## src/rtl/apb_lsu_bridge_if.sv

```systemverilog
// APB3 bus bundle between the load/store bridge (master) and the data-memory slave.
// Upper-case signal names match the APB3 signal names used on the memory side.
interface apb_lsu_bridge_if;
    logic [31:0] PADDR;
    logic [31:0] PWDATA;
    logic [3:0]  PSTRB;
    logic        PWRITE;
    logic        PSEL;
    logic        PENABLE;
    logic [31:0] PRDATA;
    logic        PREADY;
    logic        PSLVERR;

    modport master (
        output PADDR, PWDATA, PSTRB, PWRITE, PSEL, PENABLE,
        input  PRDATA, PREADY, PSLVERR
    );

    modport slave (
        input  PADDR, PWDATA, PSTRB, PWRITE, PSEL, PENABLE,
        output PRDATA, PREADY, PSLVERR
    );
endinterface

```

## src/rtl/apb_lsu_bridge.sv

```systemverilog
// Load/store unit: turns one control-unit request into one APB3 transfer, steering store
// bytes onto lanes and sign/zero-extending load data; ready pulses once per request.
//
// Handshake: req is a one-cycle pulse accepted only in IDLE (ignored elsewhere, including
// DONE); ready is a one-cycle pulse in DONE, with err and busRData valid alongside it.
module apb_lsu_bridge #(
    parameter int unsigned TIMEOUT_CYCLES = 255
) (
    input  logic                  clk,
    input  logic                  reset,
    input  logic                  req,
    input  logic                  we,
    input  logic [2:0]            func3,
    input  logic [31:0]           busAddr,
    input  logic [31:0]           busWData,
    output logic [31:0]           busRData,
    output logic                  ready,
    output logic                  err,
    output logic [1:0]            dbg_state,
    apb_lsu_bridge_if.master      apb
);

    typedef enum logic [1:0] {
        S_IDLE   = 2'd0,
        S_SETUP  = 2'd1,
        S_ACCESS = 2'd2,
        S_DONE   = 2'd3
    } state_t;

    localparam logic [15:0] TO_LAST = 16'(TIMEOUT_CYCLES - 1);

    state_t      state_q, state_d;
    logic        we_q;
    logic [2:0]  f3_q;
    logic [31:0] addr_q;
    logic [31:0] wdata_q;
    logic [15:0] cnt_q;
    logic        err_q;
    logic [31:0] rdata_q;

    logic        req_ok;
    logic        timeout_hit;
    logic [31:0] shifted;
    logic [31:0] load_fmt;
    logic [3:0]  strb_fmt;
    logic [31:0] wdata_fmt;

    // Legality of the incoming request: func3 encoding, store subset and natural alignment.
    always_comb begin
        req_ok = 1'b0;
        case (func3)
            3'b000:  req_ok = 1'b1;
            3'b001:  req_ok = ~busAddr[0];
            3'b010:  req_ok = (busAddr[1:0] == 2'b00);
            3'b100:  req_ok = ~we;
            3'b101:  req_ok = ~we & ~busAddr[0];
            default: req_ok = 1'b0;
        endcase
    end

    // cnt_q counts completed ACCESS cycles, so the Nth ACCESS cycle sees N-1.
    assign timeout_hit = (cnt_q == TO_LAST);

    always_comb begin
        shifted  = apb.PRDATA >> {addr_q[1:0], 3'b000};
        load_fmt = apb.PRDATA;
        case (f3_q)
            3'b000:  load_fmt = {{24{shifted[7]}}, shifted[7:0]};
            3'b100:  load_fmt = {24'h0, shifted[7:0]};
            3'b001:  load_fmt = {{16{shifted[15]}}, shifted[15:0]};
            3'b101:  load_fmt = {16'h0, shifted[15:0]};
            default: load_fmt = apb.PRDATA;
        endcase
    end

    always_comb begin
        strb_fmt  = 4'b1111;
        wdata_fmt = wdata_q;
        case (f3_q[1:0])
            2'b00: begin
                strb_fmt  = 4'b0001 << addr_q[1:0];
                wdata_fmt = {4{wdata_q[7:0]}};
            end
            2'b01: begin
                strb_fmt  = 4'b0011 << addr_q[1:0];
                wdata_fmt = {2{wdata_q[15:0]}};
            end
            default: begin
                strb_fmt  = 4'b1111;
                wdata_fmt = wdata_q;
            end
        endcase
    end

    // State register
    always_ff @(posedge clk or posedge reset) begin
        if (reset) state_q <= S_IDLE;
        else       state_q <= state_d;
    end

    // Next-state logic
    always_comb begin
        state_d = state_q;
        case (state_q)
            S_IDLE:   if (req) state_d = req_ok ? S_SETUP : S_DONE;
            S_SETUP:  state_d = S_ACCESS;
            S_ACCESS: if (apb.PREADY || timeout_hit) state_d = S_DONE;
            S_DONE:   state_d = S_IDLE;
            default:  state_d = S_IDLE;
        endcase
    end

    // Output logic: bus fields are forced to zero outside SETUP/ACCESS.
    always_comb begin
        apb.PSEL    = 1'b0;
        apb.PENABLE = 1'b0;
        apb.PADDR   = 32'h0;
        apb.PWDATA  = 32'h0;
        apb.PSTRB   = 4'b0000;
        apb.PWRITE  = 1'b0;
        ready       = 1'b0;
        err         = 1'b0;
        if (state_q == S_SETUP || state_q == S_ACCESS) begin
            apb.PSEL    = 1'b1;
            apb.PENABLE = (state_q == S_ACCESS);
            apb.PADDR   = {addr_q[31:2], 2'b00};
            apb.PWRITE  = we_q;
            apb.PWDATA  = we_q ? wdata_fmt : 32'h0;
            apb.PSTRB   = we_q ? strb_fmt : 4'b0000;
        end
        if (state_q == S_DONE) begin
            ready = 1'b1;
            err   = err_q;
        end
    end

    assign busRData  = rdata_q;
    assign dbg_state = state_q;

    // Request capture, completion status and timeout counter.
    always_ff @(posedge clk or posedge reset) begin
        if (reset) begin
            we_q    <= 1'b0;
            f3_q    <= 3'b000;
            addr_q  <= 32'h0;
            wdata_q <= 32'h0;
            cnt_q   <= 16'h0;
            err_q   <= 1'b0;
            rdata_q <= 32'h0;
        end else begin
            case (state_q)
                S_IDLE: begin
                    if (req) begin
                        we_q    <= we;
                        f3_q    <= func3;
                        addr_q  <= busAddr;
                        wdata_q <= busWData;
                        if (!req_ok) begin
                            err_q   <= 1'b1;
                            rdata_q <= 32'h0;
                        end
                    end
                end
                S_SETUP: cnt_q <= 16'h0;
                S_ACCESS: begin
                    if (cnt_q != 16'hFFFF) cnt_q <= cnt_q + 16'h1;
                    if (apb.PREADY) begin
                        err_q   <= apb.PSLVERR;
                        rdata_q <= (we_q || apb.PSLVERR) ? 32'h0 : load_fmt;
                    end else if (timeout_hit) begin
                        err_q   <= 1'b1;
                        rdata_q <= 32'h0;
                    end
                end
                default: ;
            endcase
        end
    end

endmodule

```

## src/flat_wrapper.sv

```systemverilog
// flat-port wrapper written by rule: the top's interface ports become plain ports
module apb_lsu_bridge_flat 
#(
    parameter int unsigned TIMEOUT_CYCLES = 255
)
  (clk, reset, req, we, func3, busAddr, busWData, busRData, ready, err, dbg_state, apb_PADDR, apb_PWDATA, apb_PSTRB, apb_PWRITE, apb_PSEL, apb_PENABLE, apb_PRDATA, apb_PREADY, apb_PSLVERR);
  apb_lsu_bridge_if apb_i ();
  input  logic clk;
  input  logic reset;
  input  logic req;
  input  logic we;
  input  logic [2:0] func3;
  input  logic [31:0] busAddr;
  input  logic [31:0] busWData;
  output logic [31:0] busRData;
  output logic ready;
  output logic err;
  output logic [1:0] dbg_state;
  output wire logic [$bits(apb_i.PADDR)-1:0] apb_PADDR;
  output wire logic [$bits(apb_i.PWDATA)-1:0] apb_PWDATA;
  output wire logic [$bits(apb_i.PSTRB)-1:0] apb_PSTRB;
  output wire logic [$bits(apb_i.PWRITE)-1:0] apb_PWRITE;
  output wire logic [$bits(apb_i.PSEL)-1:0] apb_PSEL;
  output wire logic [$bits(apb_i.PENABLE)-1:0] apb_PENABLE;
  input wire logic [$bits(apb_i.PRDATA)-1:0] apb_PRDATA;
  input wire logic [$bits(apb_i.PREADY)-1:0] apb_PREADY;
  input wire logic [$bits(apb_i.PSLVERR)-1:0] apb_PSLVERR;
  assign apb_PADDR = apb_i.PADDR;
  assign apb_PWDATA = apb_i.PWDATA;
  assign apb_PSTRB = apb_i.PSTRB;
  assign apb_PWRITE = apb_i.PWRITE;
  assign apb_PSEL = apb_i.PSEL;
  assign apb_PENABLE = apb_i.PENABLE;
  assign apb_i.PRDATA = apb_PRDATA;
  assign apb_i.PREADY = apb_PREADY;
  assign apb_i.PSLVERR = apb_PSLVERR;
  apb_lsu_bridge #(.TIMEOUT_CYCLES(TIMEOUT_CYCLES)) u_core (.clk(clk), .reset(reset), .req(req), .we(we), .func3(func3), .busAddr(busAddr), .busWData(busWData), .busRData(busRData), .ready(ready), .err(err), .dbg_state(dbg_state), .apb(apb_i));
endmodule
```

## config.mk

```make
export PLATFORM = sky130hd
export DESIGN_NAME = apb_lsu_bridge_flat
export DESIGN_NICKNAME = d
export VERILOG_FILES = /design/src/rtl/apb_lsu_bridge_if.sv /design/src/rtl/apb_lsu_bridge.sv /design/src/flat_wrapper.sv
export SDC_FILE = /design/constraint.sdc
export NUM_CORES = 1
export LEC_CHECK = 0
export BUFFER_PORTS_ARGS = -buffer_cell sky130_fd_sc_hd__clkbuf_2
export CORE_MARGIN = 1
export CORE_UTILIZATION = 50
export CTS_BUF_LIST = sky130_fd_sc_hd__clkbuf_8 sky130_fd_sc_hd__clkbuf_16
export DETAILED_ROUTE_END_ITERATION = 8
export PLACE_DENSITY = 0.8
export SLEW_MARGIN = 20
export SYNTH_ARGS = -nofsm -noshare
export SYNTH_HDL_FRONTEND = slang
export SYNTH_SLANG_ARGS = --single-unit
```

## constraint.sdc

```tcl
create_clock -name clk -period 8.8 [get_ports clk]
set_clock_uncertainty 0.05 [all_clocks]
set_input_delay 0.88 -clock clk [delete_from_list [all_inputs] [get_ports clk]]
set_output_delay 0.88 -clock clk [all_outputs]
set_load 0.02 [all_outputs]
```

## After elaboration in Yosys (flattened, before gate mapping)

Cells that the tools add are included.

- Register bits: 119
- Input port bits: 105
- Output and inout port bits: 107
- Word-level logic and storage cells: 78

- Add/subtract/negate cells: 1
- Equality and inequality tests: 18
- Shift-type cells: 3
- Multiplexer cells: 31
- Bitwise operators: 3
- Reduce and logical (&&, ||, !) cells: 14

Operators by type and width:

| operator | count |
|---|---|
| $mux 32 | 8 |
| $pmux 32 s2 | 2 |
| $pmux 32 s4 | 1 |
| $pmux 16 s2 | 1 |
| $shr 32x5->16 | 1 |
| $add 16x1->16 const B | 1 |
| $eq 16x8->1 const B | 1 |
| $mux 16 | 1 |
| $ne 16x16->1 const B | 1 |
| $eq 3x3->1 const B | 4 |
| $mux 1 | 9 |
| $mux 4 | 2 |
| $pmux 2 s4 | 1 |
| $pmux 4 s2 | 1 |
| $eq 3x1->1 const B | 2 |
| $logic_not 2->1 | 3 |
| $logic_not 3->1 | 2 |
| $mux 2 | 3 |
| $ne 2x2->1 const B | 3 |
| $reduce_and 2->1 | 3 |
| $pmux 1 s5 | 1 |
| $eq 2x1->1 const B | 2 |
| $eq 2x2->1 const B | 2 |
| $reduce_and 4->1 | 1 |
| other kinds (10) | 14 |

## Logic depth before layout (Yosys ltp)

Gate-level depths: netlist of run 1.

- Depth after elaboration: 6
- Mapped depth: 8
- Mapped depth without buffers: 6

## Least setup slack after synthesis of run 1

Ideal clock, no wire load.

- Kind: reg-to-output
- Start point: register u_core.state_q[0], in the netlist u_core.dbg_state[0]
- End point: output port apb_PWDATA[23]
- Arrival time: 1890 ps
- Required time: 7870 ps
- Setup slack: 5980 ps
- Stages on the path, launching flop included: 7
- Path buffers: 2
- Path through: dfrtp_1 -> inv_1 -> ha_1 -> nand2_1 -> clkbuf_1 -> buf_1 -> nor2_1

- Cells in the longest elaborated chain, start to end: 3
- Elaborated cells between the ends (all ways): 4
- Those cells by class: eq/ne: 2; mux: 1; reduce/logical: 1

RTL lines:

| what | RTL line | source |
|---|---|---|
| from (decl) | apb_lsu_bridge.sv:32 | `state_t state_q, state_d;` |
| from (signal assigned) | apb_lsu_bridge.sv:98 | `else state_q <= state_d;` |
| $eq 2x1->1 / $eq 2x2->1 (equally long branches) | apb_lsu_bridge.sv:123 | `if (state_q == S_SETUP \|\| state_q == S_ACCESS) begin` |
| $logic_or 1x1->1 * | apb_lsu_bridge.sv:123 |  |
| $mux 32 * | apb_lsu_bridge.sv:123 |  |
| to (decl) | flat_wrapper.sv:20 | `output wire logic [$bits(apb_i.PWDATA)-1:0] apb_PWDATA;` |

Every way passes the cells marked *; elsewhere a longest branch is shown, timed or not.

## Worst setup path after layout of run 1

- Start point: register u_core.state_q[1], in the netlist u_core.dbg_state[1]
- End point: output port apb_PWDATA[9]

Same word-level chain as after synthesis.

==> results.txt, run 1 <==
----------------------------------------------------
[Run status]
  Result of the run ... complete, no violations

[Timing]
  Shortest clock period the worst path allows after layout ... 4330 ps
  Setup Total Neg Slack ... 0 ps
  Headroom to the max-slew limit ... 32.8%
  Endpoints failing setup ... 0
  Crit path setup slack, layout ... 4470 ps
  RSZ-0062 raised after global routing ... no
  Measured slew at the worst slew-check pin ... 1010 ps
  Final worst hold slack ... 437 ps
  Max Clk Rate ... 0.231 GHz
  Final Hold Vio Count ... 0
  Ratio of final minimum period to clock period ... 49.3%
  Max-slew violation count ... 0

[Clock tree]
  Number of gates given a new drive strength after cts ... 0
  Cell chosen for the clock root ... clkbuf_16
  CTS Buf Count ... 17
  Setup bufs post-CTS ... 0
  H-tree depth reported by CTS ... 4
  # hold bufs at CTS ... 0
  Clk slew on worst S/H paths ... 50 ps
  Clock sinks ... 119
  Clk buf depth ... 2
  Worst-Skew Late Latency ... 420 ps
  CTS tree ... built

[Run]
  Max-Cap Viols ... 0

[Critical path]
  Largest incremental delay on the critical path ... 960 ps
  Capture point of the worst reg-to-reg path ... u_core.busRData[10]$_DFFE_PP0P_
  Endpoint required time on the critical path ... 7870 ps
  Arr. time, crit path ... 3400 ps
  Kind of end point of the critical path ... output pin
  Ordered list of cells on the worst path ... inv_1, ha_1, nand2_1, a21oi_1, clkbuf_2
  Startpoint of the worst register-to-register path ... u_core.dbg_state[0]$_DFFE_PP0P_
  Number of cells on the worst reg-to-reg path ... 7
  Cell with the largest stage delay on the worst path ... ha_1
  Worst-case register-to-register setup slack ... 5810 ps
  Biggest fanout along the worst timing path ... 41
  Worst setup SP type ... register
  Critical path start-end classification ... register to output pin

[Logic synthesis]
  Count of unique library cells instantiated by Yosys ... 56
  Number of enable-type register cells in the synthesized netlist ... 0
  Count of yosys warnings during synthesis ... 0
  Flip-flop and latch count after synthesis ... 119
  Synthesized area divided by synthesized cell count ... 11.0 sq um
  Async SR Flop Fraction ... 100%
  Number of standard cells after synthesis ... 586
  Post-synthesis instance area ... 6460 sq um
  Main flop type after synthesis ... dfrtp_1
  Share of the yosys chip area belonging to registers ... 46.1%

[Drt]
  Number of detailed-route iterations in the first pass ... 7
  Post-Route WL ... 17000 um
  Post-route antenna net violation count ... 0
  Number of remaining DRC errors ... 0
  Via density per instance ... 5.78
  Vias ... 5540
  1st-iter DRT viols ... 455
  Routed wire per std cell ... 17.7 um

[Floorplan]
  Core Region ... 12600 sq um
  Cell Rows ... 41
  IO Pins ... 212
  Effective utilization at floorplan ... 51.2%
  Floorplan die height ... 116 um
  X dimension of the die ... 116 um
  Die Footprint ... 13400 sq um

[Min path]
  Hold Path Class ... register to register
  WHS Path Cells ... 1
  Hold wc startpoint ... u_core.addr_q[12]$_DFFE_PP0P_
  Worst Hold End ... u_core.addr_q[12]$_DFFE_PP0P_

[Finish]
  Commonest cells after routing, fill and taps aside ... clkbuf_2 (209), dfrtp_1 (118), mux2_1 (57)
  Area growth syn-to-layout ... 27.3%
  Share of final-layout standard cells stronger than drive strength 1 ... 35.1%
  Number of filler instances in the final layout ... 1002
  Most common cell after layout, fill and taps aside ... clkbuf_2
  Layout Utilization ... 65.1%
  Antenna diode instance count ... 0
  Number of nets in the layout ... 887

[Global route]
  Combined global-route utilization of all metal layers ... 27.0%
  Vias in the first global route ... 5416
  Congestion Overflow GR ... 0
  Largest net degree at the start of global routing ... 71
  Wire length of the first global-routing pass ... 27600 um
  Number of antenna violations at the first check in global routing ... 0

[Place]
  I/O Buffers ... 209
  Total half-perimeter wirelength after legalization and detailed placement ... 12000 um
  Setup Slack @ Placement ... 4860 ps
  Placer congestion estimate ... 0.848

[Power and ir drop]
  Overall power of the completed layout ... 3.27 mW
  Standby leakage power ... 4.19 nW
  Worst vdd ir ... 233 uV
  Pwr/cell area ... 398 nW/um^2

----------------------------------------------------
-- state kept, by name, summed over array words and instances (netlist names) --
register,cells
u_core.addr_q,32
u_core.busRData,32
u_core.cnt_q,16
u_core.dbg_state,2
u_core.err_q,1
u_core.f3_q,3
u_core.wdata_q,32
u_core.we_q,1
-- kinds of logic after synthesis --
kind of cell               count (synthesis)  share of synthesized area (%)
and+or+nand+nor                          144                           12.3
muxes                                    119                           20.1
adders and majority gates                  8                           1.55
AOI/OAI and AO/OA                        124                           15.0
buffers and inverters                     68                           4.36
other                                      1                         0.0581
DFF                                      119                           46.1
xor gates and xnor gates                   3                          0.407
-- cell usage after synthesis, drive strengths merged, types with 2 or more instances --
cell type | number | area share (%)
and2 | 32 | 3.1
o211a | 16 | 2.5
nand4 | 6 | 0.58
o21a | 2 | 0.23
ha | 8 | 1.6
mux2i | 41 | 6.4
o221ai | 8 | 1.1
and4 | 5 | 0.68
a21oi | 23 | 1.8
or3 | 4 | 0.39
a32o | 22 | 3.4
nand3 | 8 | 0.62
nand2 | 19 | 1.1
buf | 20 | 1.6
o41ai | 2 | 0.27
a2bb2oi | 7 | 0.95
dfrtp | 119 | 46
a31oi | 3 | 0.29
a21o | 2 | 0.35
nor4bb | 2 | 0.31
nor3 | 5 | 0.39
clkbuf | 26 | 1.5
inv | 22 | 1.3
nand2b | 4 | 0.39
o21ai | 18 | 1.4
nor2 | 34 | 2.0
and3 | 11 | 1.1
mux2 | 77 | 13
o211ai | 11 | 1.4
nor4 | 3 | 0.39
nand3b | 9 | 1.0
xor2 | 3 | 0.41
-- power breakdown --
group / total (mW) / switching [mW] / internal [mW]
sequential: 0.987 / 0.232 / 0.755
clock: 0.741 / 0.242 / 0.499
combinational: 1.54 / 0.947 / 0.596
-- worst max-delay path by stage --
stage	start	endpoint	slack [ps]
2_1_floorplan	reset	u_core.addr_q[0]$_DFFE_PP0P_	4710
3_3_place_gp	u_core.dbg_state[0]$_DFFE_PP0P_	apb_PSTRB[2]	5080
3_5_place_dp	u_core.dbg_state[1]$_DFFE_PP0P_	apb_PWDATA[9]	4860
4_1_cts	u_core.dbg_state[1]$_DFFE_PP0P_	apb_PWDATA[9]	4410
5_1_grt	u_core.dbg_state[1]$_DFFE_PP0P_	apb_PSTRB[2]	4160
6_report	u_core.dbg_state[1]$_DFFE_PP0P_	apb_PWDATA[9]	4470
-- worst max-delay path, delay by kind of cell, from the launching register on --
family | cells | cell delay (ps)
simple gates | 1 | 860
flops | 1 | 410
compound gates | 1 | 400
buf+inv | 2 | 340
fa+ha+maj | 1 | 960
-- metrics by stage --
step | cell area, sq um | cells
4_1_cts | 8220 | 959
3_5_place_dp | 7580 | 927
6_report | 8220 | 959
3_3_place_gp | 7570 | 926
5_1_grt | 8220 | 959
2_1_floorplan | 6460 | 587
-- routing by layer --
metal  up-vias  routed length, um  GRT usage, %
li1       2532                  -             -
met1      2700               6810          33.1
met2       273               8440          45.1
met3        35               1310          6.85
met4         0                401          11.9
met5         -                  0             0
-- layout make-up --
cell class	instances	area, sq um	share of cell area, %
Timing Repair Buffer	214	1090	13.2
Clock inverter	11	153	1.86
Multi-Input combinational cell	400	3220	39.2
Tap cell	172	215	2.62
Inverter	22	85.1	1.04
Sequential cell	119	2980	36.3
Clock buffer	21	480	5.85
(Power assumes the default switching activity.)
==> inputs of run 2 (changes only) <==
clock period = 4.2 ns   (was 8.8 ns; I/O delays follow)
==> run 2 against run 1 <==
Effect of this change: non-clock buffer count up 3; cell area up 0.67%; first-iteration DRC count down 14%; clock power up 120%; core utilization up 0.44 points; critical endpoint is now apb_PSTRB[2]; highest routed layer unchanged.
==> results.txt, run 2 (same netlist as run 1, synthesis figures left out) <==
----------------------------------------------------
[Timing]
  Headroom to the max-slew limit ... 30.8% (was 32.8%)
  Endpoints failing setup ... 0 (unchanged)
  Measured slew at the worst slew-check pin ... 1030 ps (was 1010 ps)
  Shortest clock period the worst path allows after layout ... 3400 ps
  Crit path setup slack, layout ... 800 ps (was 4470 ps)
  Final Hold Vio Count ... 0 (unchanged)
  Ratio of final minimum period to clock period ... 80.9%
  Setup Total Neg Slack ... 0 ps (unchanged)
  Max-slew violation count ... 0 (unchanged)
  RSZ-0062 raised after global routing ... no (unchanged)
  Final worst hold slack ... 96.6 ps (was 437 ps)
  Max Clk Rate ... 0.294 GHz

[Floorplan]
  X dimension of the die ... 116 um (unchanged)
  Core Region ... 12600 sq um (unchanged)
  Floorplan die height ... 116 um (unchanged)
  Effective utilization at floorplan ... 51.2% (unchanged)
  IO Pins ... 212 (unchanged)
  Cell Rows ... 41 (unchanged)
  Die Footprint ... 13400 sq um (unchanged)

[Finish]
  Share of final-layout standard cells stronger than drive strength 1 ... 35.4% (was 35.1%)
  Area growth syn-to-layout ... 28.1% (was 27.3%)
  Final standard cell area without fillers ... 8270 sq um (was 8220 sq um)
  Most common cell after layout, fill and taps aside ... clkbuf_2 (unchanged)
  Commonest cells after routing, fill and taps aside ... clkbuf_2 (209), dfrtp_1 (118), mux2_1 (57) (unchanged)
  Number of nets in the layout ... 890 (was 887)

[Critical path]
  Endpoint required time on the critical path ... 3730 ps (was 7870 ps)
  Kind of end point of the critical path ... output pin (unchanged)
  Biggest fanout along the worst timing path ... 41 (unchanged)
  Startpoint of the worst register-to-register path ... u_core.dbg_state[0]$_DFFE_PP0P_ (unchanged)
  Critical path start-end classification ... register to output pin (unchanged)
  Arr. time, crit path ... 2930 ps (was 3400 ps)
  Worst-case register-to-register setup slack ... 1160 ps (was 5810 ps)
  Worst setup SP type ... register (unchanged)
  Number of cells on the worst reg-to-reg path ... 7 (unchanged)
  Capture point of the worst reg-to-reg path ... u_core.busRData[7]$_DFFE_PP0P_ (was u_core.busRData[10]$_DFFE_PP0P_)

[Clock tree]
  Cell chosen for the clock root ... clkbuf_16 (unchanged)
  Clock sinks ... 119 (unchanged)
  Clk slew on worst S/H paths ... 60 ps (was 50 ps)
  Worst-Skew Late Latency ... 420 ps (about the same)
  # hold bufs at CTS ... 0 (unchanged)
  H-tree depth reported by CTS ... 4 (unchanged)
  CTS tree ... built (unchanged)
  Number of gates given a new drive strength after cts ... 0 (unchanged)
  Setup bufs post-CTS ... 0 (unchanged)
  Clk buf depth ... 2 (unchanged)
  CTS Buf Count ... 17 (unchanged)

[Power and ir drop]
  Clock share of power ... 23.2% (was 22.7%)
  Overall power of the completed layout ... 6.94 mW (was 3.27 mW)
  Net switching power figure ... 3.02 mW (was 1.42 mW)
  Worst vdd ir ... 532 uV (was 233 uV)
  Switching portion of total power ... 43.5% (was 43.4%)
  Pwr/cell area ... 839 nW/um^2 (was 398 nW/um^2)
  Internal power of the cells ... 3.92 mW (was 1.85 mW)
  Standby leakage power ... 4.20 nW (was 4.19 nW)
  Part of the total power dissipated in combinational logic ... 47.1% (was 47.2%)
  Sequential share of power ... 29.8% (was 30.2%)

[Place]
  DP Area ... 7590 sq um (was 7580 sq um)
  Total half-perimeter wirelength after legalization and detailed placement ... 12200 um (was 12000 um)
  Setup Slack @ Placement ... 1180 ps (was 4860 ps)
  Placer congestion estimate ... 0.910 (was 0.848)
  I/O Buffers ... 209 (unchanged)

[Global route]
  Combined global-route utilization of all metal layers ... 26.8% (was 27.0%)
  Vias in the first global route ... 5349 (was 5416)
  Largest net degree at the start of global routing ... 66 (was 71)
  Number of antenna violations at the first check in global routing ... 2 (was 0)
  Congestion Overflow GR ... 0 (unchanged)
  Wire length of the first global-routing pass ... 27200 um (was 27600 um)

[Min path]
  Hold Path Class ... input port to asynchronous set/reset pin (was register to register)

[Drt]
  Post-Route WL ... 17400 um (was 17000 um)
  Post-route antenna net violation count ... 0 (unchanged)
  Vias ... 5611 (was 5540)
  1st-iter DRT viols ... 390 (was 455)
  Number of remaining DRC errors ... 0 (unchanged)
  Routed wire per std cell ... 18.1 um (was 17.7 um)
  Via density per instance ... 5.82 (was 5.78)
  Number of detailed-route iterations in the first pass ... 7 (unchanged)

[Run]
  Max-Cap Viols ... 0 (unchanged)

[Run status]
  Result of the run ... complete, no violations (unchanged)

----------------------------------------------------
run 2: cell count changes in the layout (fill, tap and decap cells not counted), sizes merged:
cell and change:
clkinvlp +4, buf +3, clkbuf -2, clkinv -2, diode +2, bufinv +1
inv -1
run 2: how the worst max path moves through the flow:
| stage | start | end | cells after the start |
|---|---|---|---|
| finish | u_core.dbg_state[1]$_DFFE_PP0P_ | apb_PSTRB[2] | 6 |
| global route | u_core.dbg_state[0]$_DFFE_PP0P_ | apb_PSTRB[2] | 6 |
| CTS | u_core.dbg_state[1]$_DFFE_PP0P_ | apb_PSTRB[2] | 6 |
| detailed placement | u_core.dbg_state[0]$_DFFE_PP0P_ | u_core.busRData[7]$_DFFE_PP0P_ | 7 |
| global placement | u_core.dbg_state[1]$_DFFE_PP0P_ | apb_PSTRB[2] | 6 |
| floorplan | reset | u_core.addr_q[0]$_DFFE_PP0P_ | 1 |
run 2: power by group through the flow:
stage / clock [mW] / sequential, mW / combinational, mW
5_1_grt: 1.68 / 2.13 / 3.53
4_1_cts: 1.63 / 2.05 / 3.27
6_report: 1.61 / 2.06 / 3.27
3_3_place_gp: 0 / 2.03 / 3.18
3_5_place_dp: 0 / 2.07 / 3.25
2_1_floorplan: 0 / 1.90 / 2.40
run 2: layout make-up:
class / instances / area [sq um]
clock buffer: 19 / 453
fill: 1011 / 4350
tap: 172 / 215
multi-input combinational: 400 / 3220
antenna: 2 / 5.00
inverter: 22 / 85.1
timing repair buffer: 217 / 1110
clock inverter: 13 / 203
sequential: 119 / 2980
run 2: stage by stage:
step | utilization [%] | std cells
final | 65.6 | 964
after global routing | 65.6 | 964
after CTS | 65.3 | 960
after detailed placement | 60.1 | 928
after global placement | 60.1 | 928
after floorplan | - | 587
run 2: layer usage:
| metal | up-vias | global-route usage (%) | part of all wire [%] |
|---|---|---|---|
| met5 | - | 0 | 0 |
| met4 | 0 | 12.8 | 2.6 |
| met3 | 36 | 6.80 | 7.9 |
| met2 | 288 | 43.2 | 48 |
| met1 | 2734 | 34.0 | 41 |
| li1 | 2553 | - | - |
run 2: critical path, cell delays in order (launching register included):
cell      delay [ps]
dfrtp_1          410
inv_1            120
ha_1             290
buf_4            300
nand2_1          670
a31oi_1          490
clkbuf_2         230
==> inputs of run 3 (changes only) <==
CORE_UTILIZATION = 46   (was 50)
PLACE_DENSITY = 0.78   (was 0.8)
clock period = 3.1 ns   (was 4.2 ns; I/O delays follow)
==> run 3 against run 2 <==
Effect of this change: sequential power increased by 29%; combinational power increased by 43%; non-clock buffer count is 4 higher; cell area is 0.44% higher; die area is 8.5% higher; largest cell class unchanged.
==> results.txt, run 3 (same netlist as run 1, synthesis figures left out) <==
----------------------------------------------------
[Clock tree]
  # hold bufs at CTS ... 0 (unchanged)
  Clk slew on worst S/H paths ... 50 ps (was 60 ps)
  Clk buf depth ... 2 (unchanged)
  Clock sinks ... 119 (unchanged)
  CTS Buf Count ... 17 (unchanged)
  Setup bufs post-CTS ... 0 (unchanged)
  Number of gates given a new drive strength after cts ... 0 (unchanged)
  Worst-Skew Late Latency ... 420 ps (about the same)
  H-tree depth reported by CTS ... 4 (unchanged)
  CTS tree ... built (unchanged)
  Cell chosen for the clock root ... clkbuf_16 (unchanged)

[Global route]
  Number of antenna violations at the first check in global routing ... 1 (was 2)
  Largest net degree at the start of global routing ... 120 (was 66)
  Congestion Overflow GR ... 0 (unchanged)
  Wire length of the first global-routing pass ... 28700 um (was 27200 um)
  Combined global-route utilization of all metal layers ... 25.7% (was 26.8%)
  Vias in the first global route ... 5596 (was 5349)

[Drt]
  Number of remaining DRC errors ... 0 (unchanged)
  Number of detailed-route iterations in the first pass ... 6 (was 7)
  Routed wire per std cell ... 18.6 um (was 18.1 um)
  1st-iter DRT viols ... 398 (was 390)
  Post-route antenna net violation count ... 0 (unchanged)
  Post-Route WL ... 18000 um (was 17400 um)
  Via density per instance ... 5.82 (about the same)
  Vias ... 5651 (was 5611)

[Power and ir drop]
  Worst vdd ir ... 753 uV (was 532 uV)
  Pwr/cell area ... 1130 nW/um^2 (was 839 nW/um^2)
  Standby leakage power ... 4.21 nW (was 4.20 nW)

[Critical path]
  Critical path start-end classification ... register to output pin (unchanged)
  Arr. time, crit path ... 2300 ps (was 2930 ps)
  CP bufs+invs ... 3 (unchanged)
  Number of cells on the worst reg-to-reg path ... 7 (unchanged)
  Capture point of the worst reg-to-reg path ... u_core.busRData[1]$_DFFE_PP0P_ (was u_core.busRData[7]$_DFFE_PP0P_)
  Ordered list of cells on the worst path ... inv_1, ha_1, nand2_1, buf_4, a21oi_1, clkbuf_2 (was inv_1, ha_1, buf_4, nand2_1, a31oi_1, clkbuf_2)
  Worst-case register-to-register setup slack ... 700 ps (was 1160 ps)
  Cell with the largest stage delay on the worst path ... dfrtp_1 (was nand2_1)
  Worst setup SP type ... register (unchanged)
  Startpoint of the worst register-to-register path ... u_core.cnt_q[0]$_DFFE_PP0P_ (was u_core.dbg_state[0]$_DFFE_PP0P_)
  Biggest fanout along the worst timing path ... 22 (was 41)
  Largest incremental delay on the critical path ... 430 ps (was 670 ps)
  Endpoint required time on the critical path ... 2740 ps (was 3730 ps)
  Family of cells with the greatest summed delay on the critical path ... buffers and inverters (was simple AND/OR/NAND/NOR gates)
  Kind of end point of the critical path ... output pin (unchanged)

[Timing]
  Measured slew at the worst slew-check pin ... 850 ps (was 1030 ps)
  Final worst hold slack ... 31.7 ps (was 96.6 ps)
  Setup Total Neg Slack ... 0 ps (unchanged)
  Shortest clock period the worst path allows after layout ... 2660 ps
  Endpoints failing setup ... 0 (unchanged)
  Max Clk Rate ... 0.376 GHz
  Ratio of final minimum period to clock period ... 85.9%
  Crit path setup slack, layout ... 437 ps (was 800 ps)
  Max-slew violation count ... 0 (unchanged)
  Final Hold Vio Count ... 0 (unchanged)
  RSZ-0062 raised after global routing ... no (unchanged)
  Headroom to the max-slew limit ... 43.0% (was 30.8%)

[Finish]
  Share of final-layout standard cells stronger than drive strength 1 ... 35.9% (was 35.4%)
  Most common cell after layout, fill and taps aside ... clkbuf_2 (unchanged)
  Layout Utilization ... 61.8% (was 65.6%)
  Number of nets in the layout ... 894 (was 890)
  Final Instance Count excl. Fillers ... 971 (was 964)
  Area growth syn-to-layout ... 28.7% (was 28.1%)
  Commonest cells after routing, fill and taps aside ... clkbuf_2 (209), dfrtp_1 (118), mux2_1 (57) (unchanged)

[Floorplan]
  Floorplan die height ... 120 um (was 116 um)
  Effective utilization at floorplan ... 48.0% (was 51.2%)
  IO Pins ... 212 (unchanged)
  X dimension of the die ... 120 um (was 116 um)
  Cell Rows ... 42 (was 41)
  Die Footprint ... 14500 sq um (was 13400 sq um)
  Core Region ... 13500 sq um (was 12600 sq um)

[Place]
  Setup Slack @ Placement ... 745 ps (was 1180 ps)
  Cell count after placement ... 938 (was 928)
  Placer congestion estimate ... 0.915 (was 0.910)
  I/O Buffers ... 209 (unchanged)
  Total half-perimeter wirelength after legalization and detailed placement ... 12800 um (was 12200 um)

[Run status]
  Result of the run ... complete, no violations (unchanged)

[Run]
  Max-Cap Viols ... 0 (unchanged)

[Min path]
  Hold Path Class ... input port to asynchronous set/reset pin (unchanged)

----------------------------------------------------
==> run 3: worst max path at each step <==
stage / from / to / slack, ps / depth (start not counted)
final: u_core.dbg_state[1]$_DFFE_PP0P_ / apb_PWDATA[15] / 440 / 6
after global routing: u_core.we_q$_DFFE_PP0P_ / apb_PWDATA[15] / 320 / 4
after CTS: u_core.f3_q[0]$_DFFE_PP0P_ / apb_PWDATA[15] / 320 / 4
after detailed placement: u_core.cnt_q[0]$_DFFE_PP0P_ / u_core.busRData[1]$_DFFE_PP0P_ / 740 / 7
after global placement: u_core.cnt_q[0]$_DFFE_PP0P_ / u_core.busRData[6]$_DFFE_PP0P_ / 480 / 7
after floorplan: u_core.dbg_state[0]$_DFFE_PP0P_ / apb_PWDATA[23] / 850 / 6
==> run 3: cell type report <==
class | count | area [sq um]
fillers | 1102 | 5140
multi-input cells | 400 | 3230
flip-flops and latches | 119 | 2980
repair buffers | 221 | 1170
clock buffers | 18 | 439
well taps | 176 | 220
clock inverters | 14 | 181
inverters | 22 | 86.3
diodes | 1 | 2.50
==> run 3: routing by layer <==
metal	vias up	GRT usage, %	wire, um	share of wire [%]
met5	-	0	0	0
met4	0	11.5	500	2.8
met3	39	7.08	1490	8.3
met2	254	42.1	8870	49
met1	2800	31.6	7170	40
li1	2558	-	-	-
==> run 3: per-stage QoR <==
step           instance area [sq um]  total power [mW]
2_1_floorplan                   6460              5.83
3_3_place_gp                    7680              7.19
3_5_place_dp                    7680              7.36
4_1_cts                         8310              9.47
5_1_grt                         8310              9.97
6_report                        8310              9.41
==> run 3: power by group <==
part | leakage (nW) | switching (mW) | total (mW) | internal, mW
Combinational | 2.41 | 2.92 | 4.69 | 1.77
Sequential | 1.50 | 0.508 | 2.66 | 2.15
Clock | 0.301 | 0.711 | 2.07 | 1.35
==> run 3: worst register-to-register path, delay by kind of cell, from the launching register on <==
kind / cells / cell delay, ps
AO/OA/AOI/OAI: 1 / 690
adder cells (fa/ha/maj): 1 / 200
buffers and inverters: 2 / 420
flip-flops: 1 / 390
multiplexers: 1 / 200
AND/OR/NAND/NOR: 2 / 360
